==> src/rtl/swc_ll_chain_walker_if.sv <==
// Walker-facing bundle: start/abort control, page stream, and linked-list read channel.
// slave = the walker itself; master = the port logic and linked list around it.
interface swc_ll_chain_walker_if #(
  parameter int g_page_addr_bits = 10
) ();
  logic                        start_i;
  logic [g_page_addr_bits-1:0] start_page_i;
  logic                        abort_i;
  logic                        busy_o;
  logic                        done_o;
  logic                        err_o;
  logic [g_page_addr_bits-1:0] page_o;
  logic                        page_valid_o;
  logic                        page_ready_i;
  logic                        ll_read_o;
  logic [g_page_addr_bits-1:0] ll_addr_o;
  logic                        ll_done_i;
  logic [g_page_addr_bits-1:0] ll_data_i;

  modport slave (
    input  start_i, start_page_i, abort_i, page_ready_i, ll_done_i, ll_data_i,
    output busy_o, done_o, err_o, page_o, page_valid_o, ll_read_o, ll_addr_o
  );

  modport master (
    output start_i, start_page_i, abort_i, page_ready_i, ll_done_i, ll_data_i,
    input  busy_o, done_o, err_o, page_o, page_valid_o, ll_read_o, ll_addr_o
  );
endinterface

==> src/rtl/swc_ll_chain_walker.sv <==
// Walks a page chain: emits each page on a valid/ready stream while fetching its link in parallel.
// start -> first page valid in 1 cycle; the next page waits for both the downstream accept and the link.
module swc_ll_chain_walker #(
  parameter int                          g_page_addr_bits = 10,
  parameter int                          g_max_pages      = 64,
  parameter logic [g_page_addr_bits-1:0] g_eol_page       = {g_page_addr_bits{1'b1}}
) (
  input logic                 clk_i,
  input logic                 rst_i,
  swc_ll_chain_walker_if.slave bus
);
  localparam int             CW   = $clog2(g_max_pages + 1);
  localparam logic [CW-1:0]  MAXC = CW'(g_max_pages);

  typedef enum logic [1:0] {S_IDLE, S_WALK, S_DRAIN} state_t;

  state_t                      state;
  logic [CW-1:0]               cnt;
  logic [g_page_addr_bits-1:0] nxt;
  logic                        emitted;
  logic                        fetched;

  logic                        accept;
  logic                        fetch;
  logic                        em_nx;
  logic                        fe_nx;
  logic [CW-1:0]               cnt_nx;
  logic [g_page_addr_bits-1:0] nxt_nx;

  assign accept = bus.page_valid_o & bus.page_ready_i;
  assign fetch  = bus.ll_read_o & bus.ll_done_i;
  assign em_nx  = emitted | accept;
  assign fe_nx  = fetched | fetch;
  assign cnt_nx = (accept && cnt != MAXC) ? cnt + 1'b1 : cnt;
  assign nxt_nx = fetch ? bus.ll_data_i : nxt;

  always_ff @(posedge clk_i or posedge rst_i) begin
    if (rst_i) begin
      state            <= S_IDLE;
      cnt              <= '0;
      nxt              <= '0;
      emitted          <= 1'b0;
      fetched          <= 1'b0;
      bus.busy_o       <= 1'b0;
      bus.done_o       <= 1'b0;
      bus.err_o        <= 1'b0;
      bus.page_o       <= '0;
      bus.page_valid_o <= 1'b0;
      bus.ll_read_o    <= 1'b0;
      bus.ll_addr_o    <= '0;
    end else begin
      bus.done_o <= 1'b0;
      bus.err_o  <= 1'b0;
      case (state)
        S_IDLE: begin
          if (bus.start_i) begin
            if (bus.start_page_i == g_eol_page) begin
              bus.done_o <= 1'b1;
            end else begin
              state            <= S_WALK;
              cnt              <= '0;
              emitted          <= 1'b0;
              fetched          <= 1'b0;
              bus.busy_o       <= 1'b1;
              bus.page_o       <= bus.start_page_i;
              bus.page_valid_o <= 1'b1;
              bus.ll_addr_o    <= bus.start_page_i;
              bus.ll_read_o    <= 1'b1;
            end
          end
        end
        S_WALK: begin
          if (bus.abort_i) begin
            bus.page_valid_o <= 1'b0;
            // A read completing on the abort edge needs no drain.
            if (bus.ll_read_o && !bus.ll_done_i) begin
              state <= S_DRAIN;
            end else begin
              state         <= S_IDLE;
              bus.busy_o    <= 1'b0;
              bus.ll_read_o <= 1'b0;
            end
          end else begin
            if (accept) begin
              bus.page_valid_o <= 1'b0;
              emitted          <= 1'b1;
              cnt              <= cnt_nx;
            end
            if (fetch) begin
              bus.ll_read_o <= 1'b0;
              nxt           <= bus.ll_data_i;
              fetched       <= 1'b1;
            end
            if (em_nx && fe_nx) begin
              if (nxt_nx == g_eol_page) begin
                bus.done_o <= 1'b1;
                bus.busy_o <= 1'b0;
                state      <= S_IDLE;
              end else if (cnt_nx == MAXC) begin
                bus.err_o  <= 1'b1;
                bus.busy_o <= 1'b0;
                state      <= S_IDLE;
              end else begin
                bus.page_o       <= nxt_nx;
                bus.page_valid_o <= 1'b1;
                bus.ll_addr_o    <= nxt_nx;
                bus.ll_read_o    <= 1'b1;
                emitted          <= 1'b0;
                fetched          <= 1'b0;
              end
            end
          end
        end
        S_DRAIN: begin
          if (bus.ll_done_i) begin
            bus.ll_read_o <= 1'b0;
            bus.busy_o    <= 1'b0;
            state         <= S_IDLE;
          end
        end
        default: state <= S_IDLE;
      endcase
    end
  end
endmodule

==> src/flat_wrapper.sv <==
// flat-port wrapper written by rule: the top's interface ports become plain ports
module swc_ll_chain_walker_flat 
#(
  parameter int                          g_page_addr_bits = 10,
  parameter int                          g_max_pages      = 64,
  parameter logic [g_page_addr_bits-1:0] g_eol_page       = {g_page_addr_bits{1'b1}}
)
  (clk_i, rst_i, bus_start_i, bus_start_page_i, bus_abort_i, bus_page_ready_i, bus_ll_done_i, bus_ll_data_i, bus_busy_o, bus_done_o, bus_err_o, bus_page_o, bus_page_valid_o, bus_ll_read_o, bus_ll_addr_o);
  swc_ll_chain_walker_if #(.g_page_addr_bits(g_page_addr_bits)) bus_i ();
  input logic clk_i;
  input logic rst_i;
  input wire logic [$bits(bus_i.start_i)-1:0] bus_start_i;
  input wire logic [$bits(bus_i.start_page_i)-1:0] bus_start_page_i;
  input wire logic [$bits(bus_i.abort_i)-1:0] bus_abort_i;
  input wire logic [$bits(bus_i.page_ready_i)-1:0] bus_page_ready_i;
  input wire logic [$bits(bus_i.ll_done_i)-1:0] bus_ll_done_i;
  input wire logic [$bits(bus_i.ll_data_i)-1:0] bus_ll_data_i;
  output wire logic [$bits(bus_i.busy_o)-1:0] bus_busy_o;
  output wire logic [$bits(bus_i.done_o)-1:0] bus_done_o;
  output wire logic [$bits(bus_i.err_o)-1:0] bus_err_o;
  output wire logic [$bits(bus_i.page_o)-1:0] bus_page_o;
  output wire logic [$bits(bus_i.page_valid_o)-1:0] bus_page_valid_o;
  output wire logic [$bits(bus_i.ll_read_o)-1:0] bus_ll_read_o;
  output wire logic [$bits(bus_i.ll_addr_o)-1:0] bus_ll_addr_o;
  assign bus_i.start_i = bus_start_i;
  assign bus_i.start_page_i = bus_start_page_i;
  assign bus_i.abort_i = bus_abort_i;
  assign bus_i.page_ready_i = bus_page_ready_i;
  assign bus_i.ll_done_i = bus_ll_done_i;
  assign bus_i.ll_data_i = bus_ll_data_i;
  assign bus_busy_o = bus_i.busy_o;
  assign bus_done_o = bus_i.done_o;
  assign bus_err_o = bus_i.err_o;
  assign bus_page_o = bus_i.page_o;
  assign bus_page_valid_o = bus_i.page_valid_o;
  assign bus_ll_read_o = bus_i.ll_read_o;
  assign bus_ll_addr_o = bus_i.ll_addr_o;
  swc_ll_chain_walker #(.g_page_addr_bits(g_page_addr_bits), .g_max_pages(g_max_pages), .g_eol_page(g_eol_page)) u_core (.clk_i(clk_i), .rst_i(rst_i), .bus(bus_i));
endmodule
==> config.mk <==
export PLATFORM = sky130hd
export DESIGN_NAME = swc_ll_chain_walker_flat
export DESIGN_NICKNAME = d
export VERILOG_FILES = /design/src/rtl/swc_ll_chain_walker_if.sv /design/src/rtl/swc_ll_chain_walker.sv /design/src/flat_wrapper.sv
export SDC_FILE = /design/constraint.sdc
export NUM_CORES = 1
export LEC_CHECK = 0
export BUFFER_PORTS_ARGS = -buffer_cell sky130_fd_sc_hd__buf_2
export CAP_MARGIN = 20
export CORE_MARGIN = 2
export CORE_UTILIZATION = 54
export DETAILED_ROUTE_END_ITERATION = 8
export GPL_ROUTABILITY_DRIVEN = 0
export PLACE_DENSITY_LB_ADDON = 0.3
export SYNTH_ARGS = -nofsm -noshare
export SYNTH_HDL_FRONTEND = slang
export SYNTH_SLANG_ARGS = --single-unit
==> constraint.sdc <==
create_clock -name clk_i -period 2.8 [get_ports clk_i]
set_input_delay 0.14 -clock clk_i [delete_from_list [all_inputs] [get_ports clk_i]]
set_output_delay 0.14 -clock clk_i [all_outputs]
set_load 0.05 [all_outputs]
==> flow_metrics.tcl <==
set metrics [dict create \
    whs_ns 0.109 \
    r2r_start "u_core.cnt[0]" \
    final_hold_viol_count 0 \
    ys_types 46 \
    synth_edf_count 0 \
    ys_seq_elements 36 \
    viasPerCell 5.85 \
    max-slew-margin-rel_pct 52.1 \
    slew_violations 0 \
    first_iter_violations 107 \
    clk_latency_ns 0.29 \
    cts_resized 0 \
    top_layer_used "met4" \
    synth-compound-area-share_pct 17.6 \
    dp_cells 330 \
    ff2ff_path_depth 9 \
    cp-start-kind "flip-flop" \
    worstPathMaxFanout 10 \
    netSwitchingFraction_pct 48.0 \
    yosys.area_share.simple_pct 20.5 \
    min_path_type "input pin to flip-flop" \
    grt_pass1_wl_um 8250 \
    drtPass1Iterations 4 \
    num_rows 23 \
    required_ns 2.98 \
    antenna_left 0 \
    setup_viol_count_final 0 \
    synthAdderAreaFrac_pct 3.32 \
    fin_crit_sh_pct 89.4 \
    most-common-layout-cells "buf_2 (50), nand2_1 (38), dfrtp_1 (36), nor2_1 (23), a31oi_1 (14)" \
    area_growth_pct 17.0 \
    grt_pass1_vias 1774 \
    crit_start "u_core.cnt[0]" \
    rsz0062_at_grt "no" \
    met1_length_um 2190 \
    wirelength_um 5230 \
    wl_met3_um 346 \
    drcViolationCount 0 \
    detailedPlace.worstSlack_ns 0.224 \
    synth_area_mm2 0.00226 \
    seqPwrFrac_pct 26.6 \
    ir_drop_uv 800 \
    reg2reg_slack_ns 0.30 \
    fin_skew_ns 0.00704 \
    dp_hpwl_um 3980 \
    synth_cells 244 \
    grt_usage_pct 23.7 \
    p_clk_share_pct 15.1 \
    p_int_mw 1.72 \
    start_util_pct 56.1 \
    r2r_end "u_core.bus.ll_addr_o[3]" \
    worstSetupEndpointType "flip-flop" \
    cts_root_buf "clkbuf_8" \
    grt_max_degree 21 \
    synth_top_family_by_area "simple AND/OR/NAND/NOR gates" \
    die_area_mm2 0.00472 \
    drive_gt1_share_pct 30.6 \
    overflow 0 \
    ios 51 \
    cts_tree "yes" \
    worst_slew_pin_slew_ns 0.717 \
    switching_power_mw 1.59 \
    synth-async-reset-ratio_pct 100 \
    power.density_mw_per_mm2 1250 \
    dr_wl_met2_um 2590 \
    nets 322 \
    post_synth.cell_area_avg_um2 9.27 \
    port_buffers 50 \
    crit_arrival_ns 2.68 \
    synth_nets 276 \
    utilization_pct 65.7 \
    yosys.area_share.xor_xnor_pct 0 \
    diodes 0 \
    max_clock_freq_mhz 399 \
    pwr-share-comb_pct 58.2 \
    seq_area_frac_synth_pct 39.8 \
    fin_crit_ns 2.50 \
    cts_sinks 36 \
    clk_pin_slew_ns 0.07 \
    synth-main-ff-cell "dfrtp_1" \
    finalWorstSetupSlack_ns 0.296 \
    final_common_cell "buf_2" \
    yosys_warnings 0 \
    finalSetupTns_ns 0 \
    cap_viol_max_count 0 \
    worstSetupPathType "flip-flop to flip-flop" \
    clock_path_buffers 2 \
    synth_mux_area_share_pct 11.6 \
    p_leak_nw 1.23 \
    die_x_um 68.7 \
    antenna_found_initial 0 \
    cts_inserted_buffers 5 \
    core_mm2 0.00403 \
    wl_per_cell_um 15.3 \
    status "finished clean" \
    chipHeight_um 68.7 \
    stdcell_count 341 \
    htree_levels 2 \
    setup.worst_path.end "u_core.bus.ll_addr_o[3]" \
    vias 1996 \
]
cell families (layout without fill, tap and decap cells):
| kind of cell | after synthesis | count (layout) |
|---|---|---|
| multiplexers | 21 | 21 |
| adder cells (fa/ha/maj) | 6 | 6 |
| buffers and inverters | 29 | 76 |
| flip-flops | 36 | 36 |
| AO/OA/AOI/OAI | 55 | 55 |
| AND/OR/NAND/NOR | 97 | 97 |
worst max-delay path, cell delays in order (launching register included):
cell and delay, ns:
dfrtp_1 0.47, inv_1 0.12, ha_1 0.22, nor4bb_1 0.15, a2111oi_2 0.39, o32ai_2 0.18, o21ai_4 0.25, o22ai_4 0.10
buf_4 0.20, mux2_4 0.30
worst min-delay path by stage:
stage / start / end / slack, ns / depth (start not counted)
3_3_place_gp: rst_i / u_core.bus.ll_addr_o[4] / 0.28 / 2
6_report: bus_ll_data_i[1] / u_core.nxt[1] / 0.11 / 2
4_1_cts: bus_ll_data_i[1] / u_core.nxt[1] / 0.11 / 2
2_1_floorplan: bus_start_i / u_core.bus.done_o / 0.26 / 2
3_5_place_dp: rst_i / u_core.bus.ll_addr_o[4] / 0.30 / 2
5_1_grt: bus_ll_data_i[6] / u_core.nxt[6] / 0.12 / 2
layer usage:
layer	GRT usage (%)	vias to the layer above
met3	6.82	12
met4	9.07	0
li1	-	967
met1	30.8	940
met5	0	-
met2	37.3	77
power by group through the flow:
stage | Clock [mW] | Sequential (mW) | Combinational (mW)
final | 0.502 | 0.884 | 1.93
after global placement | 0 | 0.884 | 1.87
after CTS | 0.512 | 0.881 | 1.90
after floorplan | 0 | 1.20 | 1.27
after detailed placement | 0 | 0.887 | 1.90
after global routing | 0.537 | 0.907 | 2.08
Yosys cell counts (3+ instances only):
cell	count	share of area, %
nand2_1	38	6.3
dfrtp_1	36	40
nor2_1	23	3.8
a31oi_1	14	3.9
buf_4	11	3.7
mux2_2	11	5.5
nand4_1	9	2.5
o21ai_1	9	2.0
inv_1	8	1.3
mux2_4	7	4.6
clkbuf_1	6	1.0
ha_1	6	3.3
a21oi_1	5	1.1
o21ai_0	5	1.1
nand2b_1	4	1.1
nor4_1	4	1.1
o31ai_1	4	1.3
buf_2	3	0.66
mux2_1	3	1.5
nor2b_1	3	0.83
o41ai_1	3	1.2
state kept, by name, indices dropped and copies added (netlist names):
| register | count |
|---|---|
| u_core.bus.busy_o | 1 |
| u_core.bus.done_o | 1 |
| u_core.bus.err_o | 1 |
| u_core.bus.ll_addr_o | 10 |
| u_core.bus.ll_read_o | 1 |
| u_core.bus.page_valid_o | 1 |
| u_core.cnt | 7 |
| u_core.emitted | 1 |
| u_core.fetched | 1 |
| u_core.nxt | 10 |
| u_core.state | 2 |
stage by stage:
stage / area (um2) / total power, mW
floorplan: 2260 / 2.47
global placement: 2500 / 2.75
detailed placement: 2500 / 2.79
CTS: 2630 / 3.29
global route: 2650 / 3.52
finish: 2650 / 3.32
final cells by class:
type                    count  area [um2]
well taps                  50        62.6
clock inverters             1        30.0
inverters                   8        30.0
clock buffers               7        96.3
repair buffers             60         328
fillers                   329        1380
flip-flops and latches     36         901
multi-input cells         179        1200
timing repair:
item | 4_1_cts | 5_1_grt
setup endpoints to repair | 0 | 10
hold endpoints to repair | 18 | 0
hold buffers | 1 | 0
buffers inserted | 0 | 2
(Power assumes the default switching activity.)
